<file path="config.mk">
export PLATFORM = sky130hd
export DESIGN_NAME = bram_to_matrix_scan
export DESIGN_NICKNAME = d
export VERILOG_FILES = /design/src/rtl/bram_to_matrix_scan.sv
export SDC_FILE = /design/constraint.sdc
export NUM_CORES = 1
export LEC_CHECK = 0
export ABC_CLOCK_PERIOD_IN_PS = 9050
export CORE_MARGIN = 4
export CORE_UTILIZATION = 45
export CTS_CLUSTER_SIZE = 28
export DETAILED_ROUTE_END_ITERATION = 8
export PLACE_DENSITY = 0.7
export SYNTH_ARGS = -nofsm -noshare
export SYNTH_HDL_FRONTEND = slang
export SYNTH_SLANG_ARGS = --single-unit
</file>
<file path="constraint.sdc">
create_clock -name clk -period 9.05 [get_ports clk]
set_input_delay 1.3575 -clock clk [delete_from_list [all_inputs] [get_ports clk]]
set_output_delay 1.3575 -clock clk [all_outputs]
set_load 0.05 [all_outputs]
</file>
<file path="src/rtl/bram_to_matrix_scan.sv">
// Row-scanning display driver: loads one 16-column RGB row from BRAM into a line
// buffer, then shows it with 8-plane binary-code modulation, MSB plane first.

module bcm_col_lane (
  input  logic       clk,
  input  logic       rst,
  input  logic       wr_en,
  input  logic [1:0] wr_chan,
  input  logic [7:0] wr_data,
  input  logic       show,
  input  logic [2:0] plane,
  output logic       r,
  output logic       g,
  output logic       b
);
  logic [2:0][7:0] pix;
  logic [2:0][7:0] cur;

  always_ff @(posedge clk)
    if (wr_en) pix[wr_chan] <= wr_data;

  // Bypass so the byte landing on the LOAD->SHOW edge is already visible
  always_comb begin
    cur = pix;
    for (int c = 0; c < 3; c++)
      if (wr_en && wr_chan == 2'(c)) cur[c] = wr_data;
  end

  always_ff @(posedge clk) begin
    if (rst || !show) begin
      r <= 1'b0;
      g <= 1'b0;
      b <= 1'b0;
    end else begin
      r <= cur[0][plane];
      g <= cur[1][plane];
      b <= cur[2][plane];
    end
  end
endmodule

module bram_to_matrix_scan #(
  parameter int BASE_TICKS   = 4,
  parameter int BLANK_CYCLES = 8,
  parameter int BRAM_LAT     = 1
) (
  input  logic        clk,
  input  logic        rst,
  input  logic        enable,
  output logic        rd_en,
  output logic [8:0]  rd_addr,
  input  logic [7:0]  rd_data,
  output logic [7:0]  row_sel,
  output logic [15:0] col_r,
  output logic [15:0] col_g,
  output logic [15:0] col_b,
  output logic        frame_start
);
  localparam int NUM_COLS = 16;
  localparam int LOAD_RDS = 48;
  localparam int LOAD_LEN = LOAD_RDS + BRAM_LAT;
  localparam int SHOW_MAX = 128 * BASE_TICKS;
  localparam int MAX_A    = (LOAD_LEN > SHOW_MAX) ? LOAD_LEN : SHOW_MAX;
  localparam int CNT_MAX  = (MAX_A > BLANK_CYCLES) ? MAX_A : BLANK_CYCLES;
  localparam int CW       = $clog2(CNT_MAX + 1);

  typedef enum logic [1:0] {S_IDLE, S_LOAD, S_SHOW, S_BLANK} state_t;

  typedef struct packed {
    logic [3:0] col;
    logic [1:0] chan;
  } tag_t;

  state_t        state_q, state_d;
  logic [2:0]    row_q, row_d;
  logic [2:0]    plane_q, plane_d;
  logic [CW-1:0] cnt_q, cnt_d;
  logic [3:0]    col_q, col_d;
  logic [1:0]    chan_q, chan_d;
  logic [CW-1:0] plane_last;

  logic [BRAM_LAT-1:0] vld_pipe;
  tag_t                tag_pipe [BRAM_LAT];
  logic                cap_vld;
  tag_t                cap_tag;

  always_ff @(posedge clk) begin
    if (rst) begin
      state_q <= S_IDLE;
      row_q   <= '0;
      plane_q <= 3'd7;
      cnt_q   <= '0;
      col_q   <= '0;
      chan_q  <= '0;
    end else begin
      state_q <= state_d;
      row_q   <= row_d;
      plane_q <= plane_d;
      cnt_q   <= cnt_d;
      col_q   <= col_d;
      chan_q  <= chan_d;
    end
  end

  assign plane_last = (CW'(BASE_TICKS) << plane_q) - CW'(1);

  always_comb begin
    state_d     = state_q;
    row_d       = row_q;
    plane_d     = plane_q;
    cnt_d       = cnt_q;
    col_d       = col_q;
    chan_d      = chan_q;
    rd_en       = 1'b0;
    frame_start = 1'b0;
    case (state_q)
      S_IDLE: begin
        row_d   = '0;
        plane_d = 3'd7;
        cnt_d   = '0;
        col_d   = '0;
        chan_d  = '0;
        if (enable) state_d = S_LOAD;
      end
      S_LOAD: begin
        rd_en       = (cnt_q < CW'(LOAD_RDS));
        frame_start = (cnt_q == '0) && (row_q == '0);
        if (rd_en) begin
          if (chan_q == 2'd2) begin
            chan_d = '0;
            col_d  = col_q + 4'd1;
          end else begin
            chan_d = chan_q + 2'd1;
          end
        end
        // Extra BRAM_LAT cycles let the last strobe's data land before SHOW
        if (cnt_q == CW'(LOAD_LEN - 1)) begin
          state_d = S_SHOW;
          cnt_d   = '0;
          plane_d = 3'd7;
        end else begin
          cnt_d = cnt_q + CW'(1);
        end
      end
      S_SHOW: begin
        if (cnt_q == plane_last) begin
          cnt_d = '0;
          if (plane_q == '0) state_d = S_BLANK;
          else               plane_d = plane_q - 3'd1;
        end else begin
          cnt_d = cnt_q + CW'(1);
        end
      end
      S_BLANK: begin
        if (cnt_q == CW'(BLANK_CYCLES - 1)) begin
          cnt_d   = '0;
          plane_d = 3'd7;
          col_d   = '0;
          chan_d  = '0;
          if (enable) begin
            state_d = S_LOAD;
            row_d   = row_q + 3'd1;
          end else begin
            state_d = S_IDLE;
            row_d   = '0;
          end
        end else begin
          cnt_d = cnt_q + CW'(1);
        end
      end
      default: state_d = S_IDLE;
    endcase
  end

  assign rd_addr = rd_en ? {row_q, col_q, chan_q} : 9'd0;

  // Strobe tags travel alongside the read so capture lands exactly BRAM_LAT later
  always_ff @(posedge clk) begin
    if (rst) vld_pipe <= '0;
    else begin
      for (int k = BRAM_LAT - 1; k > 0; k--) vld_pipe[k] <= vld_pipe[k-1];
      vld_pipe[0] <= rd_en;
    end
  end

  always_ff @(posedge clk) begin
    for (int k = BRAM_LAT - 1; k > 0; k--) tag_pipe[k] <= tag_pipe[k-1];
    tag_pipe[0] <= '{col: col_q, chan: chan_q};
  end

  assign cap_vld = vld_pipe[BRAM_LAT-1];
  assign cap_tag = tag_pipe[BRAM_LAT-1];

  always_ff @(posedge clk) begin
    if (rst) row_sel <= '0;
    else     row_sel <= (state_d == S_SHOW) ? (8'd1 << row_d) : 8'd0;
  end

  for (genvar n = 0; n < NUM_COLS; n++) begin : g_col
    bcm_col_lane u_lane (
      .clk     (clk),
      .rst     (rst),
      .wr_en   (cap_vld && (cap_tag.col == 4'(n))),
      .wr_chan (cap_tag.chan),
      .wr_data (rd_data),
      .show    (state_d == S_SHOW),
      .plane   (plane_d),
      .r       (col_r[n]),
      .g       (col_g[n]),
      .b       (col_b[n])
    );
  end
endmodule

</file>
==> metrics.log, run 1 <==
INFO  metric post_layout_nonfiller_instances = 2203
INFO  metric status = complete, no violations
INFO  metric grt_start_max_net_pins = 149
INFO  metric fin_crit = 5.321 ns
INFO  metric whs = 0.3844 ns
INFO  metric crit-reg2reg-capture = g_col[0].u_lane.g
INFO  metric insertion_delay = 0.59 ns
INFO  metric overall_power_after_layout = 6.986 mW
INFO  metric groute.usage.overall = 20.28%
INFO  metric hpwlAfterDp = 26310 microns
INFO  metric detail_route.iter0.violations = 1458
INFO  metric static-leakage-power = 7.232 nW
INFO  metric holdBufCountCts = 0
INFO  metric cp_data_arrival_time = 5.82 ns
INFO  metric seq_area_frac_synth = 62.22%
INFO  metric cts_resized = 0
INFO  metric post_placement_worst_setup_slack = 3.861 ns
INFO  metric area_growth = 11.69%
INFO  metric std_cell_rows = 79
INFO  metric worst_setup_path_end_kind = flip-flop
INFO  metric post_synth.cell_area_avg = 13.59 sq um
INFO  metric cts-root-buf = clkbuf_16
INFO  metric finish.instance_area = 23830 sq um
INFO  metric post-cts-setup-buffer-count = 0
INFO  metric critPathMaxFanout = 49
INFO  metric setup_repair_after_global_routing_missed_its_margin = no
INFO  metric grt_antenna_before_repair = 0
INFO  metric synth_area_leaders = edfxtp_1 54%, mux2_2 10%, dfxtp_1 8.2%
INFO  metric synth_top_area_share = 54.05%
INFO  metric power.ir.vdd_worst = 242.8 uV
INFO  metric synth_cell_type_count = 54
INFO  metric num-nets-final = 1583
INFO  metric clockBufferDepth = 3
INFO  metric setup_total_negative_slack = 0 ns
INFO  metric ant_nets = 0
INFO  metric timing.final.hold_violations = 0
INFO  metric post_route_cells_drive_above_1_share = 22.74%
INFO  metric finish.utilization = 50.96%
INFO  metric grt_overflow = 0
INFO  metric vias_in_the_first_global_route = 13.71k
INFO  metric crit_type = reg2reg
INFO  metric number_of_fill_cells = 3889
INFO  metric dpl_cell_area = 22170 sq um
INFO  metric timing.critical_path.cells = inv_1 -> ha_1 -> and2b_1 -> inv_1 -> ha_1 -> or4b_1 -> nand3_1 -> xnor2_1 -> and3_1 -> nor4b_1 -> o21ai_1 -> a21boi_4 -> buf_4 -> nand2_2 -> buf_4 -> o2111ai_1
INFO  metric gr-usage-met2 = 32.93%
INFO  metric crit_start = plane_q[1]
INFO  metric slowest_delay = 0.64 ns
INFO  metric num_antenna_cells = 0
INFO  metric reg2reg_slack = 3.73 ns
INFO  metric slew_viol_final = 0
INFO  metric critical_path_buf_inv_count = 4
INFO  metric placement.io_buffers = 77
INFO  metric dieArea = 50950 sq um
INFO  metric hold_path_end = tag_pipe[0][5]
INFO  metric tightestPinTransition = 1.209 ns
INFO  metric critical-path-slowest-cell = buf_4
INFO  metric vias = 13.63k
INFO  metric setup_violations = 0
INFO  metric grt_first_pass_wirelength = 81010 microns
INFO  metric start_util = 45.63%
INFO  metric cp_top_family = simple AND/OR/NAND/NOR gates
INFO  metric worstHoldStart = col_q[3]
INFO  metric wire_length_per_cell = 23.85 microns
INFO  metric max_clock_skew = 0.01487 ns
INFO  metric grtUsageMet3 = 3.575%
INFO  metric top_level_ports = 78
INFO  metric post-route-period-util = 58.79%
INFO  metric syn_area = 21330 sq um
INFO  metric layout.cells.most_common = edfxtp_1
INFO  metric worstReg2RegStart = plane_q[1]
INFO  metric ys_warn_count = 0
INFO  metric cap_viol_max_count = 0
INFO  metric h-tree-depth = 2
INFO  metric die_h = 225.7 microns
INFO  metric worst_setup_path_start_kind = flip-flop
INFO  metric power.density = 293.2 nW/um^2
INFO  metric slew_headroom = 19.10%
INFO  metric dp.cells = 2112
INFO  metric remaining_drc_errors = 0
INFO  metric post-route-worst-setup-slack = 3.729 ns
INFO  metric floorplan.core_area = 46750 sq um
INFO  metric routed_wirelength = 52540 microns
INFO  metric gp_congestion = 0.7517
INFO  metric worstRegToRegCells = 16
INFO  metric tritoncts.num_buffers = 49
INFO  metric syn_nets = 1597
INFO  metric synth_top_cell_by_area = edfxtp_1
INFO  metric critical_path_required = 9.55 ns
INFO  metric grt.busiest_layer = met2
INFO  metric grt.met1_usage = 28.29%
INFO  metric tritoncts = yes
INFO  metric cts_num_sinks = 471
INFO  metric cts.clk_slew.worst_paths = 0.06 ns
INFO  metric hold_path_depth = 0
INFO  metric die_width = 225.7 microns
INFO  metric hp-class = reg2reg
INFO  metric avgViaCountPerCell = 6.188
INFO  metric dr.pass1.iters = 5
INFO  metric max_freq = 187.9 MHz
INFO  metric most-common-layout-cells = 384 x edfxtp_1, 207 x nand3_1, 194 x mux2_2, 152 x o2111ai_1, 87 x dfxtp_1
INFO  metric postSynthCellCount = 1570
INFO  metric ff_latch_count_synth = 471
==> registers in the layout, summed over array words and instances (netlist names) <==
| name | flops |
|---|---|
| cap_vld | 1 |
| chan_q | 2 |
| cnt_q | 10 |
| col_q | 4 |
| g_col.u_lane.b | 16 |
| g_col.u_lane.g | 16 |
| g_col.u_lane.pix | 384 |
| g_col.u_lane.r | 16 |
| plane_q | 3 |
| row_q | 3 |
| row_sel | 8 |
| state_q | 2 |
| tag_pipe | 6 |
==> worst max-delay path by stage <==
stage | end | cells past startpoint
floorplan | frame_start | 4
global placement | g_col[8].u_lane.g | 15
detailed placement | g_col[8].u_lane.g | 16
CTS | g_col[0].u_lane.g | 16
global route | g_col[0].u_lane.g | 16
finish | g_col[0].u_lane.g | 16
==> worst reg2reg max path: cells and delay by family (launching register included) <==
kind,cells,cell delay (ns)
adders and majority gates,2,0.57
xor gates and xnor gates,1,0.14
buffers and inverters,4,1.34
AOI/OAI and AO/OA,3,0.66
DFF,1,0.43
and+or+nand+nor,6,2.11
==> cell type report <==
type / instances / area (sq um) / share of cell area [%]
Sequential cell: 471 / 13270 / 55.71
Multi-Input combinational cell: 919 / 7168 / 30.08
Clock buffer: 69 / 1393 / 5.845
Timing Repair Buffer: 100 / 915.9 / 3.844
Tap cell: 607 / 759.5 / 3.188
Clock inverter: 22 / 261.5 / 1.098
Inverter: 15 / 56.30 / 0.2363
==> metal layers <==
| layer | part of all wire (%) | up-vias |
|---|---|---|
| li1 | - | 6123 |
| met1 | 42 | 6844 |
| met2 | 48 | 561 |
| met3 | 7.5 | 105 |
| met4 | 2.6 | 0 |
| met5 | 0 | - |
==> synthesized netlist by cell type (all sizes together) <==
library cell	n
a211o	3
a211oi	3
a21boi	1
a21oi	12
a221o	1
a22o	1
a22oi	1
a311o	1
a31oi	2
and2	15
and2b	1
and3	12
and3b	1
buf	107
clkbuf	58
dfxtp	87
edfxtp	384
ha	16
inv	15
mux2	195
mux2i	1
nand2	35
nand2b	10
nand3	212
nand3b	3
nand4	2
nor2	80
nor2b	7
nor3	8
nor3b	1
nor4	5
nor4b	1
o2111ai	192
o21a	4
o21ai	63
o21bai	2
or2	3
or3	4
or3b	1
or4	2
or4b	1
xnor2	11
xor2	6
==> report_power, final <==
group	internal, mW	switching (mW)
combinational	0.795	1.58
clock	1.22	0.839
sequential	2.46	0.0913
==> logic make-up after synthesis <==
| family | count (synthesis) | share of synthesized area (%) |
|---|---|---|
| AO/OA/AOI/OAI | 286 | 11.62 |
| XOR/XNOR | 17 | 0.6979 |
| adder cells (fa/ha/maj) | 16 | 0.9384 |
| buffers and inverters | 180 | 4.739 |
| flip-flops | 471 | 62.22 |
| multiplexers | 196 | 10.36 |
| AND/OR/NAND/NOR | 404 | 9.431 |
Note: power is estimated with default switching activity, not from simulation.
==> run 2, diff against run 1 <==
--- a/config.mk
+++ b/config.mk
@@ -5,12 +5,12 @@
 export SDC_FILE = /design/constraint.sdc
 export NUM_CORES = 1
 export LEC_CHECK = 0
-export ABC_CLOCK_PERIOD_IN_PS = 9050
+export ABC_CLOCK_PERIOD_IN_PS = 4550
 export CORE_MARGIN = 4
 export CORE_UTILIZATION = 45
 export CTS_CLUSTER_SIZE = 28
 export DETAILED_ROUTE_END_ITERATION = 8
-export PLACE_DENSITY = 0.7
+export PLACE_DENSITY = 0.72
 export SYNTH_ARGS = -nofsm -noshare
 export SYNTH_HDL_FRONTEND = slang
 export SYNTH_SLANG_ARGS = --single-unit
==> constraint.sdc (replaced) <==
create_clock -name clk -period 4.55 [get_ports clk]
set_input_delay 0.6825 -clock clk [delete_from_list [all_inputs] [get_ports clk]]
set_output_delay 0.6825 -clock clk [all_outputs]
set_load 0.05 [all_outputs]
==> run 2 against run 1 <==
Sequential share of layout area fell by 0.99 points. Die area did not move. Wire length rose by 3.5%. First-iteration DRC count rose by 13%. Critical path depth fell by 1. Critical path type unchanged. Highest routed layer unchanged.
==> metrics.log, run 2 (same netlist as run 1, synthesis figures left out) <==
INFO  metric gp_congestion = 0.7919 (+5.3%)
INFO  metric largest_register_ffs = 384 (unchanged)
INFO  metric post_route_cells_drive_above_1_share = 24.46% (+1.7 points)
INFO  metric grt_overflow = 0 (unchanged)
INFO  metric avgViaCountPerCell = 6.211 (+0.36%)
INFO  metric worst_setup_path_end_kind = flip-flop
INFO  metric post-route-worst-setup-slack = 0.2253 ns (-3.504 ns)
INFO  metric dieArea = 50950 sq um (unchanged)
INFO  metric groute.usage.overall = 20.93% (+0.65 points)
INFO  metric vias_in_the_first_global_route = 13.72k (+0.066%)
INFO  metric die_width = 225.7 microns (unchanged)
INFO  metric grt_first_pass_wirelength = 82220 microns (+1.5%)
INFO  metric whs = 0.3835 ns (-0.0009240 ns)
INFO  metric cts_num_sinks = 471 (unchanged)
INFO  metric cts.clk_slew.worst_paths = 0.06 ns (about the same)
INFO  metric cts_resized = 0 (unchanged)
INFO  metric setup_total_negative_slack = 0 ns (unchanged)
INFO  metric worstRegToRegCells = 15 (-1)
INFO  metric registers.top_by_ff_count = g_col.u_lane.pix
INFO  metric setup_violations = 0 (unchanged)
INFO  metric hold_path_depth = 0 (unchanged)
INFO  metric wire_length_per_cell = 24.33 microns (+2.0%)
INFO  metric h-tree-depth = 2 (unchanged)
INFO  metric start_util = 45.63% (unchanged)
INFO  metric timing.final.hold_violations = 0 (unchanged)
INFO  metric num-nets-final = 1612 (+1.8%)
INFO  metric tightestPinTransition = 1.244 ns (+0.03488 ns)
INFO  metric grt_start_max_net_pins = 63 (-58%)
INFO  metric routed_wirelength = 54360 microns (+3.5%)
INFO  metric multi_input_area = 7157 sq um (-0.16%)
INFO  metric placement.io_buffers = 77 (unchanged)
INFO  metric status = complete, no violations
INFO  metric tritoncts.num_buffers = 50 (+2.0%)
INFO  metric floorplan.core_area = 46750 sq um (unchanged)
INFO  metric post-route-period-util = 95.05% (+36 points)
INFO  metric number_of_fill_cells = 3837 (-1.3%)
INFO  metric power.ir.vdd_worst = 420.2 uV (+73%)
INFO  metric slew_headroom = 17.07% (-2.0 points)
INFO  metric hold_path_end = tag_pipe[0][1]
INFO  metric ant_nets = 0 (unchanged)
INFO  metric max_clock_skew = 0.02048 ns (+0.005607 ns)
INFO  metric worstHoldStart = chan_q[1]
INFO  metric detail_route.iter0.violations = 1649 (+13%)
INFO  metric std_cell_rows = 79 (unchanged)
INFO  metric post-cts-setup-buffer-count = 0 (unchanged)
INFO  metric die_h = 225.7 microns (unchanged)
INFO  metric static-leakage-power = 7.444 nW (+2.9%)
INFO  metric crit-reg2reg-capture = g_col[7].u_lane.r
INFO  metric clockBufferDepth = 3 (unchanged)
INFO  metric top_level_ports = 78 (unchanged)
INFO  metric sequential_cell_area = 13270 sq um (unchanged)
INFO  metric max_freq = 231.2 MHz (+23%)
INFO  metric hp-class = reg2reg
INFO  metric insertion_delay = 0.59 ns (about the same)
INFO  metric slew_viol_final = 0 (unchanged)
INFO  metric critical_path_required = 4.97 ns (-4.58 ns)
INFO  metric layout.cells.most_common = edfxtp_1
INFO  metric remaining_drc_errors = 0 (unchanged)
INFO  metric cap_viol_max_count = 0 (unchanged)
INFO  metric grt_antenna_before_repair = 0 (unchanged)
INFO  metric holdBufCountCts = 0 (unchanged)
INFO  metric critPathMaxFanout = 43 (-12%)
INFO  metric dr.pass1.iters = 5 (unchanged)
INFO  metric setup_repair_after_global_routing_missed_its_margin = no
INFO  metric crit_type = reg2reg
INFO  metric vias = 13.88k (+1.8%)
INFO  metric cp_data_arrival_time = 4.74 ns (-1.08 ns)
INFO  metric most-common-layout-cells = 384 x edfxtp_1, 207 x nand3_1, 194 x mux2_2, 152 x o2111ai_1, 87 x dfxtp_1
INFO  metric power.density = 588.5 nW/um^2 (+100%)
INFO  metric fin_crit = 4.325 ns (-0.9960 ns)
INFO  metric worst_setup_path_start_kind = flip-flop
INFO  metric cts-root-buf = clkbuf_16
INFO  metric hpwlAfterDp = 28690 microns (+9.1%)
INFO  metric area_growth = 13.72%
INFO  metric reg2reg_slack = 0.23 ns (-3.50 ns)
INFO  metric num_antenna_cells = 0 (unchanged)
INFO  metric post_placement_worst_setup_slack = 0.2190 ns (-3.642 ns)
INFO  metric tritoncts = yes
INFO  metric worstReg2RegStart = plane_q[0]
## run 2: report_power, final
group / switching (mW) / total, mW / internal (mW)
Combinational: 3.31 / 5.17 / 1.86
Clock: 1.67 / 4.07 / 2.40
Sequential: 0.147 / 5.03 / 4.89
Total: 5.13 / 14.3 / 9.14
## run 2: how the worst max path moves through the flow
stage                           from                  to  slack (ns)  cells after the start
after global routing      plane_q[0]  g_col[11].u_lane.r        0.04                     16
after floorplan           plane_q[0]   g_col[1].u_lane.g        0.81                     18
after global placement    plane_q[0]  g_col[15].u_lane.r        0.37                     15
after detailed placement  plane_q[0]  g_col[15].u_lane.r        0.22                     15
final                     plane_q[0]   g_col[7].u_lane.r        0.23                     15
after CTS                 plane_q[0]  g_col[15].u_lane.r        0.19                     15
## run 2: worst max-delay path: stages (launching register included)
cell and delay [ns]:
dfxtp_1 0.42, inv_1 0.14, ha_2 0.27, and2b_1 0.26
inv_1 0.09, ha_1 0.25, or4b_1 0.47, nand3_1 0.12
xnor2_1 0.14, and3_1 0.34, nand3_2 0.11, mux2_4 0.34
a211o_4 0.60, buf_12 0.27, o2111ai_1 0.10, o2111ai_1 0.20
## run 2: metrics by stage
stage	total power, mW	area (sq um)	utilization, %	instances
after global placement	10.19	22590	48.31	2140
final	14.28	24260	51.89	2234
after global routing	14.77	24260	51.89	2234
after floorplan	8.706	21330	-	1570
after detailed placement	10.23	22590	48.31	2140
after CTS	14.30	24250	51.86	2234
## run 2: cell type report
cell class | instances | share of cell area [%]
clock buffers | 76 | 6.019
clock inverters | 18 | 0.8355
inverters | 15 | 0.2321
multi-input cells | 919 | 29.50
flip-flops and latches | 471 | 54.71
well taps | 607 | 3.131
repair buffers | 128 | 5.570
## run 2: metal layers
layer	GRT usage [%]	routed length, microns	up-vias
met4	6.402	1490	0
li1	-	-	6195
met1	28.16	21830	6894
met2	34.50	26250	672
met3	4.212	4783	114
met5	0	0	-
